--- src/rtl/vector_output_streamer_if.sv ---
// Bundles the CPU result port and the framed byte stream of vector_output_streamer.
// master = the streamer itself, slave = the CPU/consumer side.
interface vector_output_streamer_if #(
    parameter int DATA_WIDTH  = 16,
    parameter int VECTOR_SIZE = 6,
    parameter int FIFO_DEPTH  = 4
);
    logic [VECTOR_SIZE*DATA_WIDTH-1:0] vectorIn;
    logic                              outFlag;
    logic [7:0]                        byteOut;
    logic                              byteValid;
    logic                              byteReady;
    logic                              overflow;
    logic                              busy;
    logic [$clog2(FIFO_DEPTH+1)-1:0]   fifoCount;

    modport master (
        input  vectorIn, outFlag, byteReady,
        output byteOut, byteValid, overflow, busy, fifoCount
    );

    modport slave (
        output vectorIn, outFlag, byteReady,
        input  byteOut, byteValid, overflow, busy, fifoCount
    );
endinterface

--- src/rtl/vector_output_streamer.sv ---
// Captures flagged CPU result vectors into a small FIFO and streams each one
// as a HEADER byte followed by its bytes, low byte of element 0 first.
module vector_output_streamer #(
    parameter int          DATA_WIDTH  = 16,
    parameter int          VECTOR_SIZE = 6,
    parameter int          FIFO_DEPTH  = 4,
    parameter logic [7:0]  HEADER      = 8'hA5
) (
    input  logic                     clock,
    input  logic                     reset,
    vector_output_streamer_if.master bus
);
    localparam int VW     = VECTOR_SIZE * DATA_WIDTH;
    localparam int NBYTES = VW / 8;
    localparam int PW     = $clog2(FIFO_DEPTH);
    localparam int CW     = $clog2(FIFO_DEPTH + 1);
    localparam int IW     = $clog2(NBYTES);

    typedef enum logic [1:0] {ST_IDLE, ST_HEADER, ST_DATA} state_t;

    state_t          state_reg, state_next;
    logic [VW-1:0]   mem [FIFO_DEPTH];
    logic [PW-1:0]   wr_ptr_reg, rd_ptr_reg;
    logic [CW-1:0]   count_reg;
    logic [VW-1:0]   shift_reg;
    logic [IW-1:0]   idx_reg;
    logic [7:0]      byte_reg, byte_next;
    logic            overflow_reg;

    logic            valid;
    logic            xfer;
    logic            last;
    logic            have;
    logic            full;
    logic            pop;
    logic            push;

    assign valid = (state_reg != ST_IDLE);
    assign xfer  = valid && bus.byteReady;
    assign last  = (idx_reg == IW'(NBYTES - 1));
    assign have  = (count_reg != '0);
    assign full  = (count_reg == CW'(FIFO_DEPTH));
    // A pop on the same edge frees a slot, so a push into a full FIFO still lands.
    assign push  = bus.outFlag && (!full || pop);

    always_comb begin
        state_next = state_reg;
        pop        = 1'b0;
        byte_next  = byte_reg;
        case (state_reg)
            ST_IDLE: begin
                if (have) begin
                    pop        = 1'b1;
                    state_next = ST_HEADER;
                    byte_next  = HEADER;
                end
            end
            ST_HEADER: begin
                if (xfer) begin
                    state_next = ST_DATA;
                    byte_next  = shift_reg[7:0];
                end
            end
            ST_DATA: begin
                if (xfer) begin
                    if (!last) begin
                        byte_next = shift_reg[15:8];
                    end else if (have) begin
                        // Back-to-back frames: next header follows with no idle gap.
                        pop        = 1'b1;
                        state_next = ST_HEADER;
                        byte_next  = HEADER;
                    end else begin
                        state_next = ST_IDLE;
                        byte_next  = 8'h00;
                    end
                end
            end
            default: begin
                state_next = ST_IDLE;
                byte_next  = 8'h00;
            end
        endcase
    end

    always_ff @(posedge clock or negedge reset) begin
        if (!reset) begin
            state_reg    <= ST_IDLE;
            wr_ptr_reg   <= '0;
            rd_ptr_reg   <= '0;
            count_reg    <= '0;
            shift_reg    <= '0;
            idx_reg      <= '0;
            byte_reg     <= 8'h00;
            overflow_reg <= 1'b0;
        end else begin
            state_reg <= state_next;
            byte_reg  <= byte_next;
            if (push) wr_ptr_reg <= wr_ptr_reg + PW'(1);
            if (pop)  rd_ptr_reg <= rd_ptr_reg + PW'(1);
            case ({push, pop})
                2'b10:   count_reg <= count_reg + CW'(1);
                2'b01:   count_reg <= count_reg - CW'(1);
                default: count_reg <= count_reg;
            endcase
            if (bus.outFlag && !push) overflow_reg <= 1'b1;
            if (pop) begin
                shift_reg <= mem[rd_ptr_reg];
                idx_reg   <= '0;
            end else if (state_reg == ST_DATA && xfer && !last) begin
                shift_reg <= shift_reg >> 8;
                idx_reg   <= idx_reg + IW'(1);
            end
        end
    end

    always_ff @(posedge clock) begin
        if (push) mem[wr_ptr_reg] <= bus.vectorIn;
    end

    assign bus.byteOut   = byte_reg;
    assign bus.byteValid = valid;
    assign bus.overflow  = overflow_reg;
    assign bus.busy      = valid || have;
    assign bus.fifoCount = count_reg;
endmodule

--- src/flat_wrapper.sv ---
// flat-port wrapper written by rule: the top's interface ports become plain ports
module vector_output_streamer_flat 
#(
    parameter int          DATA_WIDTH  = 16,
    parameter int          VECTOR_SIZE = 6,
    parameter int          FIFO_DEPTH  = 4,
    parameter logic [7:0]  HEADER      = 8'hA5
)
  (clock, reset, bus_vectorIn, bus_outFlag, bus_byteReady, bus_byteOut, bus_byteValid, bus_overflow, bus_busy, bus_fifoCount);
  vector_output_streamer_if #(.DATA_WIDTH(DATA_WIDTH), .VECTOR_SIZE(VECTOR_SIZE), .FIFO_DEPTH(FIFO_DEPTH)) bus_i ();
  input  logic clock;
  input  logic reset;
  input wire logic [$bits(bus_i.vectorIn)-1:0] bus_vectorIn;
  input wire logic [$bits(bus_i.outFlag)-1:0] bus_outFlag;
  input wire logic [$bits(bus_i.byteReady)-1:0] bus_byteReady;
  output wire logic [$bits(bus_i.byteOut)-1:0] bus_byteOut;
  output wire logic [$bits(bus_i.byteValid)-1:0] bus_byteValid;
  output wire logic [$bits(bus_i.overflow)-1:0] bus_overflow;
  output wire logic [$bits(bus_i.busy)-1:0] bus_busy;
  output wire logic [$bits(bus_i.fifoCount)-1:0] bus_fifoCount;
  assign bus_i.vectorIn = bus_vectorIn;
  assign bus_i.outFlag = bus_outFlag;
  assign bus_i.byteReady = bus_byteReady;
  assign bus_byteOut = bus_i.byteOut;
  assign bus_byteValid = bus_i.byteValid;
  assign bus_overflow = bus_i.overflow;
  assign bus_busy = bus_i.busy;
  assign bus_fifoCount = bus_i.fifoCount;
  vector_output_streamer #(.DATA_WIDTH(DATA_WIDTH), .VECTOR_SIZE(VECTOR_SIZE), .FIFO_DEPTH(FIFO_DEPTH), .HEADER(HEADER)) u_core (.clock(clock), .reset(reset), .bus(bus_i));
endmodule
--- config.mk ---
export PLATFORM = sky130hd
export DESIGN_NAME = vector_output_streamer_flat
export DESIGN_NICKNAME = d
export VERILOG_FILES = /design/src/rtl/vector_output_streamer_if.sv /design/src/rtl/vector_output_streamer.sv /design/src/flat_wrapper.sv
export SDC_FILE = /design/constraint.sdc
export NUM_CORES = 1
export LEC_CHECK = 0
export BUFFER_PORTS_ARGS = -buffer_cell sky130_fd_sc_hd__buf_2
export CAP_MARGIN = 40
export CORE_MARGIN = 2
export CORE_UTILIZATION = 55
export CTS_CLUSTER_DIAMETER = 50
export DETAILED_ROUTE_END_ITERATION = 12
export PLACE_DENSITY = 0.76
export SKIP_CTS_REPAIR_TIMING = 1
export SLEW_MARGIN = 20
export SYNTH_ARGS = -nofsm -noshare
export SYNTH_HDL_FRONTEND = slang
export SYNTH_SLANG_ARGS = --single-unit
--- constraint.sdc ---
create_clock -name clock -period 4.2 [get_ports clock]
set_input_delay 0.21 -clock clock [delete_from_list [all_inputs] [get_ports clock]]
set_output_delay 0.21 -clock clock [all_outputs]
set_load 0.01 [all_outputs]
* After elaboration in Yosys (flattened, before gate mapping)
Memory sizes are Yosys's and may differ from the RTL's. Cells that the tools add are included.
Word-level totals: register bits 118, bits in latches 0, RAM bits 384, memory bits (read-only) 0, bits of input ports 100, output and inout bits 14, memories 1
Memory list:
- u_core.mem | depth 4, bits a word 96, rd ports 1, clocked after memory_dff 0, write ports 1, line vector_output_streamer.sv:22 | logic [VW-1:0] mem [FIFO_DEPTH];
Cells by class: $add $sub $neg 5, $mul 0, divide/modulo/power cells 0, $lt $le $gt $ge 0, eq/ne operators 10, shifts and indexed selects 0, muxes and demuxes 23, bitwise operators 0, reductions and logical operators 17
Operators with widths (count):
- 96-bit two-way mux | 2
- 8-bit two-way mux | 5
- 8-bit case mux with 3 select lines | 1
- 2-bit two-way mux | 4
- 4-bit two-way mux | 2
- 2-bit by 1-bit inequality test with 1-bit output, second input constant | 4
- 1-bit two-way mux | 6
- 2-bit case mux with 3 select lines | 1
- 3-bit case mux with 2 select lines | 1
- 2-bit nonzero test | 3
- 1-bit logical AND | 5
- 2-bit by 1-bit adder with 2-bit output, second input constant | 2
- 4-bit by 1-bit adder with 4-bit output, second input constant | 1
- 2-bit by 1-bit == test with 1-bit output, second input constant | 2
- 2-bit == test, second input constant | 2
- 4-bit == test, second input constant | 1
- 4-bit AND reduction | 1
- 3-bit by 1-bit adder with 3-bit output, second input constant | 1
- 3-bit == test, second input constant | 1
- 1-bit zero test | 3
- 3-bit AND reduction | 1
- 3-bit nonzero test | 1
- 3-bit by 1-bit subtractor with 3-bit output, second input constant | 1
- 2-bit zero test | 1
- 2 further kinds | 3

* Logic depth before layout (Yosys ltp)
word-level depth 9, depth in mapped cells 11

* Least setup slack after synthesis
Ideal clock, no wire load.
kind flip-flop to flip-flop, start point register u_core.idx_reg[0], end point memory u_core.mem[0][0] (netlist bit) (enable), setup time 466 ps, arrival 3560 ps, required time 3734 ps, setup slack 174 ps, cell stages (with the launch flop) 6, buffers on the path 0, period minus slack after synthesis 4026 ps, cells stage by stage dfrtp_1 -> ha_1 -> nand4b_4 -> a21oi_2 -> o21a_1 -> and2_1
On the way: word-level cells in the longest chain between the ends 8
Ends and longest elaborated chain:
- start, declared | line vector_output_streamer.sv:26 | logic [IW-1:0] idx_reg;
- start signal, assigned | line vector_output_streamer.sv:112 | idx_reg <= idx_reg + IW'(1);
- 4-bit == test | line vector_output_streamer.sv:40 | assign last = (idx_reg == IW'(NBYTES - 1));
- 1-bit two-way mux | line vector_output_streamer.sv:66 | if (!last) begin
- 1-bit two-way mux | line vector_output_streamer.sv:65 | if (xfer) begin
- 1-bit case mux with 2 select lines | line vector_output_streamer.sv:50 | case (state_reg)
- 1-bit logical OR | line vector_output_streamer.sv:44 | assign push = bus.outFlag && (!full || pop);
- 1-bit logical AND | line vector_output_streamer.sv:44
- 1-bit two-way mux | line vector_output_streamer.sv:118 | if (push) mem[wr_ptr_reg] <= bus.vectorIn;
- 1-bit two-way mux (implied by the code) | line vector_output_streamer.sv:118
- end, declared | line vector_output_streamer.sv:22
No other way between the ends.

* Worst setup path after layout
start point register u_core.idx_reg[0], end point memory u_core.mem[1][59] (netlist bit) (enable)
The elaborated chain is that of the path after synthesis.

==> flow_summary.rst <==
.. list-table::
   :header-rows: 1

   * - Metric
     - Value
   * - Cell area after technology mapping
     - 19,600 um^2
   * - Max FO, Critical Path
     - 67
   * - TritonCTS clock tree
     - yes
   * - Register bit total from synthesis
     - 502
   * - Aggregate global-route resource usage
     - 20.8%
   * - Vias after detailed routing
     - 10.1k
   * - Worst Setup End Kind
     - flip-flop
   * - Mapped Avg Cell Area
     - 18.7 um^2
   * - Run status
     - complete, no violations
   * - Synth cell types
     - 50
   * - Area growth from synthesis to layout
     - 18.7%
   * - PortBufs
     - 113
   * - Clock transition at the registers of the reported paths
     - 0.06 ns
   * - Vias per cell
     - 5.70
   * - Post-route core utilization
     - 65.7%
   * - Leading register cell type out of synthesis
     - sky130_fd_sc_hd__edfxtp_1
   * - Cell at the root of the clock tree
     - sky130_fd_sc_hd__clkbuf_16
   * - Width of the chip
     - 193 um
   * - Count of boundary I/O pins
     - 114
   * - Highest clock frequency the design can meet
     - 345 MHz
   * - Clock latency on the worst-skew pair
     - 0.59 ns
   * - Pre-CTS setup slack
     - 1.18 ns
   * - Max transition margin
     - 53.4%
   * - Least-Margin Pin Slew
     - 0.699 ns
   * - Final-layout setup total negative slack
     - 0 ns
   * - Buffer levels on the longest clock path
     - 3
   * - Max Slew Vio Count
     - 0
   * - Setup Viol. Count Final
     - 0
   * - Global-route wire length before repair
     - 57,200 um
   * - Initial core utilization
     - 55.4%
   * - Worst Path Class, Setup
     - reg -> reg
   * - Count of nets left with antenna violations after detail routing
     - 0
   * - Number of warnings issued by yosys
     - 0
   * - Vias in the first global route
     - 9,882
   * - Sequential cell area fraction in the yosys report
     - 74.1%
   * - TritonCTS Sinks
     - 502
   * - Wire length per cell after detailed routing
     - 22.1 um
   * - Critical path startpoint category
     - flip-flop
   * - Final-report hold violation count
     - 0
   * - Final standard cell count with taps included and fillers excluded
     - 1,764
   * - Reported leakage power
     - 8.87 nW
   * - Fraction of registers with async set or reset after synthesis
     - 23.5%
   * - RSZ-0062 raised after global routing
     - false
   * - Floorplan Core Area
     - 35,300 um^2
   * - Worst endpoint required time
     - 4.43 ns
   * - Number of levels in the clock H-tree
     - 2
   * - Type of the tightest min-delay check
     - in -> reg
   * - Number of search-and-repair iterations in the first detailed-routing pass
     - 5
   * - Area of the die
     - 37,100 um^2
   * - Inst Count DP
     - 1,571
   * - Final critical delay including setup and external delays
     - 2.90 ns
   * - Max rail drop VDD
     - 500 uV
   * - Die height
     - 193 um
   * - Number of enable-type register cells in the synthesized netlist
     - 384
   * - Initial detailed-routing violation count
     - 768
   * - Final routed DRC violation total
     - 0
   * - Number of buffers created by CTS
     - 50
   * - Flip-flop count of the largest register, all copies and words added
     - 384
   * - Cell Pwr Density
     - 714 nW/um^2
   * - Number of maximum-capacitance violations
     - 0
   * - Drt total wl
     - 39,000 um
   * - Final critical-path share of the clock period
     - 69.0%
   * - Final net count
     - 1,367
   * - Fraction of layout instances using a drive strength above 1
     - 24.6%
   * - Instance count of the mapped netlist
     - 1,043
   * - Worst-case clock skew
     - 0.0338 ns
   * - Rows
     - 69
   * - Global route total overflow
     - 0
   * - Post-detail-place hpwl
     - 22,100 um
   * - Post-Syn Nets
     - 1,149
   * - Gp weighted congestion
     - 0.733
   * - Min setup slack post-route
     - 1.30 ns
   * - Data arrival time of the worst path
     - 3.13 ns
   * - Number of antenna violations at the first check in global routing
     - 2
   * - Largest net degree at the start of global routing
     - 97
-- layout by cell type, fill, tap and decap left out, types with 2 or more instances in the layout --
cell type / instances
sky130_fd_sc_hd__o21ai_1: 68
sky130_fd_sc_hd__edfxtp_1: 384
sky130_fd_sc_hd__inv_6: 2
sky130_fd_sc_hd__clkbuf_8: 3
sky130_fd_sc_hd__dfrtp_4: 2
sky130_fd_sc_hd__buf_4: 11
sky130_fd_sc_hd__clkbuf_16: 51
sky130_fd_sc_hd__o21ai_0: 11
sky130_fd_sc_hd__buf_2: 112
sky130_fd_sc_hd__nand2_1: 96
sky130_fd_sc_hd__mux2_1: 5
sky130_fd_sc_hd__clkinv_1: 3
sky130_fd_sc_hd__bufinv_16: 4
sky130_fd_sc_hd__nand3_1: 5
sky130_fd_sc_hd__ha_1: 5
sky130_fd_sc_hd__a22o_1: 22
sky130_fd_sc_hd__and2_1: 2
sky130_fd_sc_hd__a22oi_1: 4
sky130_fd_sc_hd__a221oi_1: 2
sky130_fd_sc_hd__dfrtp_1: 116
sky130_fd_sc_hd__buf_12: 8
sky130_fd_sc_hd__xor2_1: 5
sky130_fd_sc_hd__dlygate4sd3_1: 98
sky130_fd_sc_hd__a21o_1: 23
sky130_fd_sc_hd__nor2_1: 11
sky130_fd_sc_hd__and2_4: 4
sky130_fd_sc_hd__nand2b_1: 7
sky130_fd_sc_hd__clkbuf_1: 12
sky130_fd_sc_hd__o2bb2ai_1: 3
sky130_fd_sc_hd__mux4_2: 96
sky130_fd_sc_hd__mux2i_1: 71
sky130_fd_sc_hd__xnor2_1: 3
sky130_fd_sc_hd__clkinv_2: 14
sky130_fd_sc_hd__inv_1: 8
-- cell families (layout without fill, tap and decap cells) --
group	count (synthesis)	count (layout)	share of synthesized area [%]
DFF	502	502	74.1
AOI/OAI and AO/OA	142	142	4.70
muxes	173	173	15.0
and+or+nand+nor	139	139	3.19
adders and majority gates	6	6	0.422
buffers and inverters	73	332	2.21
other	0	1	0
xor gates and xnor gates	8	8	0.358
-- power breakdown --
part           total [W]  internal [W]  switching [W]  leakage [nW]
Combinational    0.00459       0.00216        0.00242          3.08
Sequential       0.00759       0.00679       0.000803          4.97
Clock            0.00440       0.00255        0.00185         0.809
-- cell usage after synthesis, drive strengths merged (2+ instances only) --
library cell | n | area, um^2
a211oi | 2 | 27.5
a21o | 23 | 173
a21oi | 2 | 13.8
a221oi | 2 | 17.5
a22o | 22 | 193
a22oi | 4 | 30.0
and2 | 6 | 37.5
buf | 47 | 335
clkbuf | 18 | 67.6
dfrtp | 118 | 2950
edfxtp | 384 | 11500
ha | 5 | 62.6
inv | 8 | 30.0
mux2 | 6 | 67.6
mux2i | 71 | 711
mux4 | 96 | 2160
nand2 | 97 | 364
nand2b | 7 | 43.8
nand3 | 5 | 25.0
nand4b | 2 | 32.5
nor2 | 12 | 47.6
nor3 | 2 | 15.0
o21ai | 79 | 395
o2bb2ai | 3 | 26.3
xnor2 | 3 | 26.3
xor2 | 5 | 43.8
-- critical path, cell delays in order (launching register included) --
cell and delay (ns):
sky130_fd_sc_hd__dfrtp_1 0.39, sky130_fd_sc_hd__ha_1 0.26, sky130_fd_sc_hd__nand4b_4 0.17, sky130_fd_sc_hd__a21oi_2 0.34, sky130_fd_sc_hd__o21a_1 0.37, sky130_fd_sc_hd__and2_4 0.51, sky130_fd_sc_hd__buf_12 0.40
-- final timing paths --
path                            cells past startpoint  slack [ns]                 from                    to
worst min-delay path                                2        0.02          bus_outFlag   u_core.bus.overflow
max in group asynchronous                           4        3.19                reset  u_core.shift_reg[87]
worst max-delay path                                6        1.30    u_core.idx_reg[0]     u_core.mem[1][59]
worst max register to register                      6        1.30    u_core.idx_reg[0]     u_core.mem[1][59]
min in group asynchronous                           2        0.03                reset  u_core.wr_ptr_reg[1]
worst min register to register                      1        0.47  u_core.bus.overflow   u_core.bus.overflow
-- per-layer routing --
metal | routed length, um | GRT usage, %
met5 | 11 | 0
met4 | 731 | 5.26
met1 | 16600 | 28.8
met3 | 2120 | 4.69
met2 | 19600 | 33.8
-- cell type report --
class | count | area, um^2
Tap cell | 461 | 577
Clock buffer | 66 | 1360
Antenna cell | 1 | 2.50
Sequential cell | 502 | 14500
Clock inverter | 27 | 267
Fill cell | 2272 | 12100
Inverter | 8 | 30.0
Multi-Input combinational cell | 468 | 4650
Timing Repair Buffer | 231 | 1830
-- through the flow --
| step | power (W) | cell area [um^2] | hold slack [ns] |
|---|---|---|---|
| 2_1_floorplan | 0.0110 | 19600 | -0.0856 |
| 3_3_place_gp | 0.0120 | 20500 | 0.374 |
| 3_5_place_dp | 0.0122 | 20600 | 0.0977 |
| 4_1_cts | 0.0166 | 22200 | -0.542 |
| 5_1_grt | 0.0175 | 23200 | 0.00623 |
| 6_report | 0.0166 | 23200 | 0.0155 |
Power figures use the tool's default switching activity.
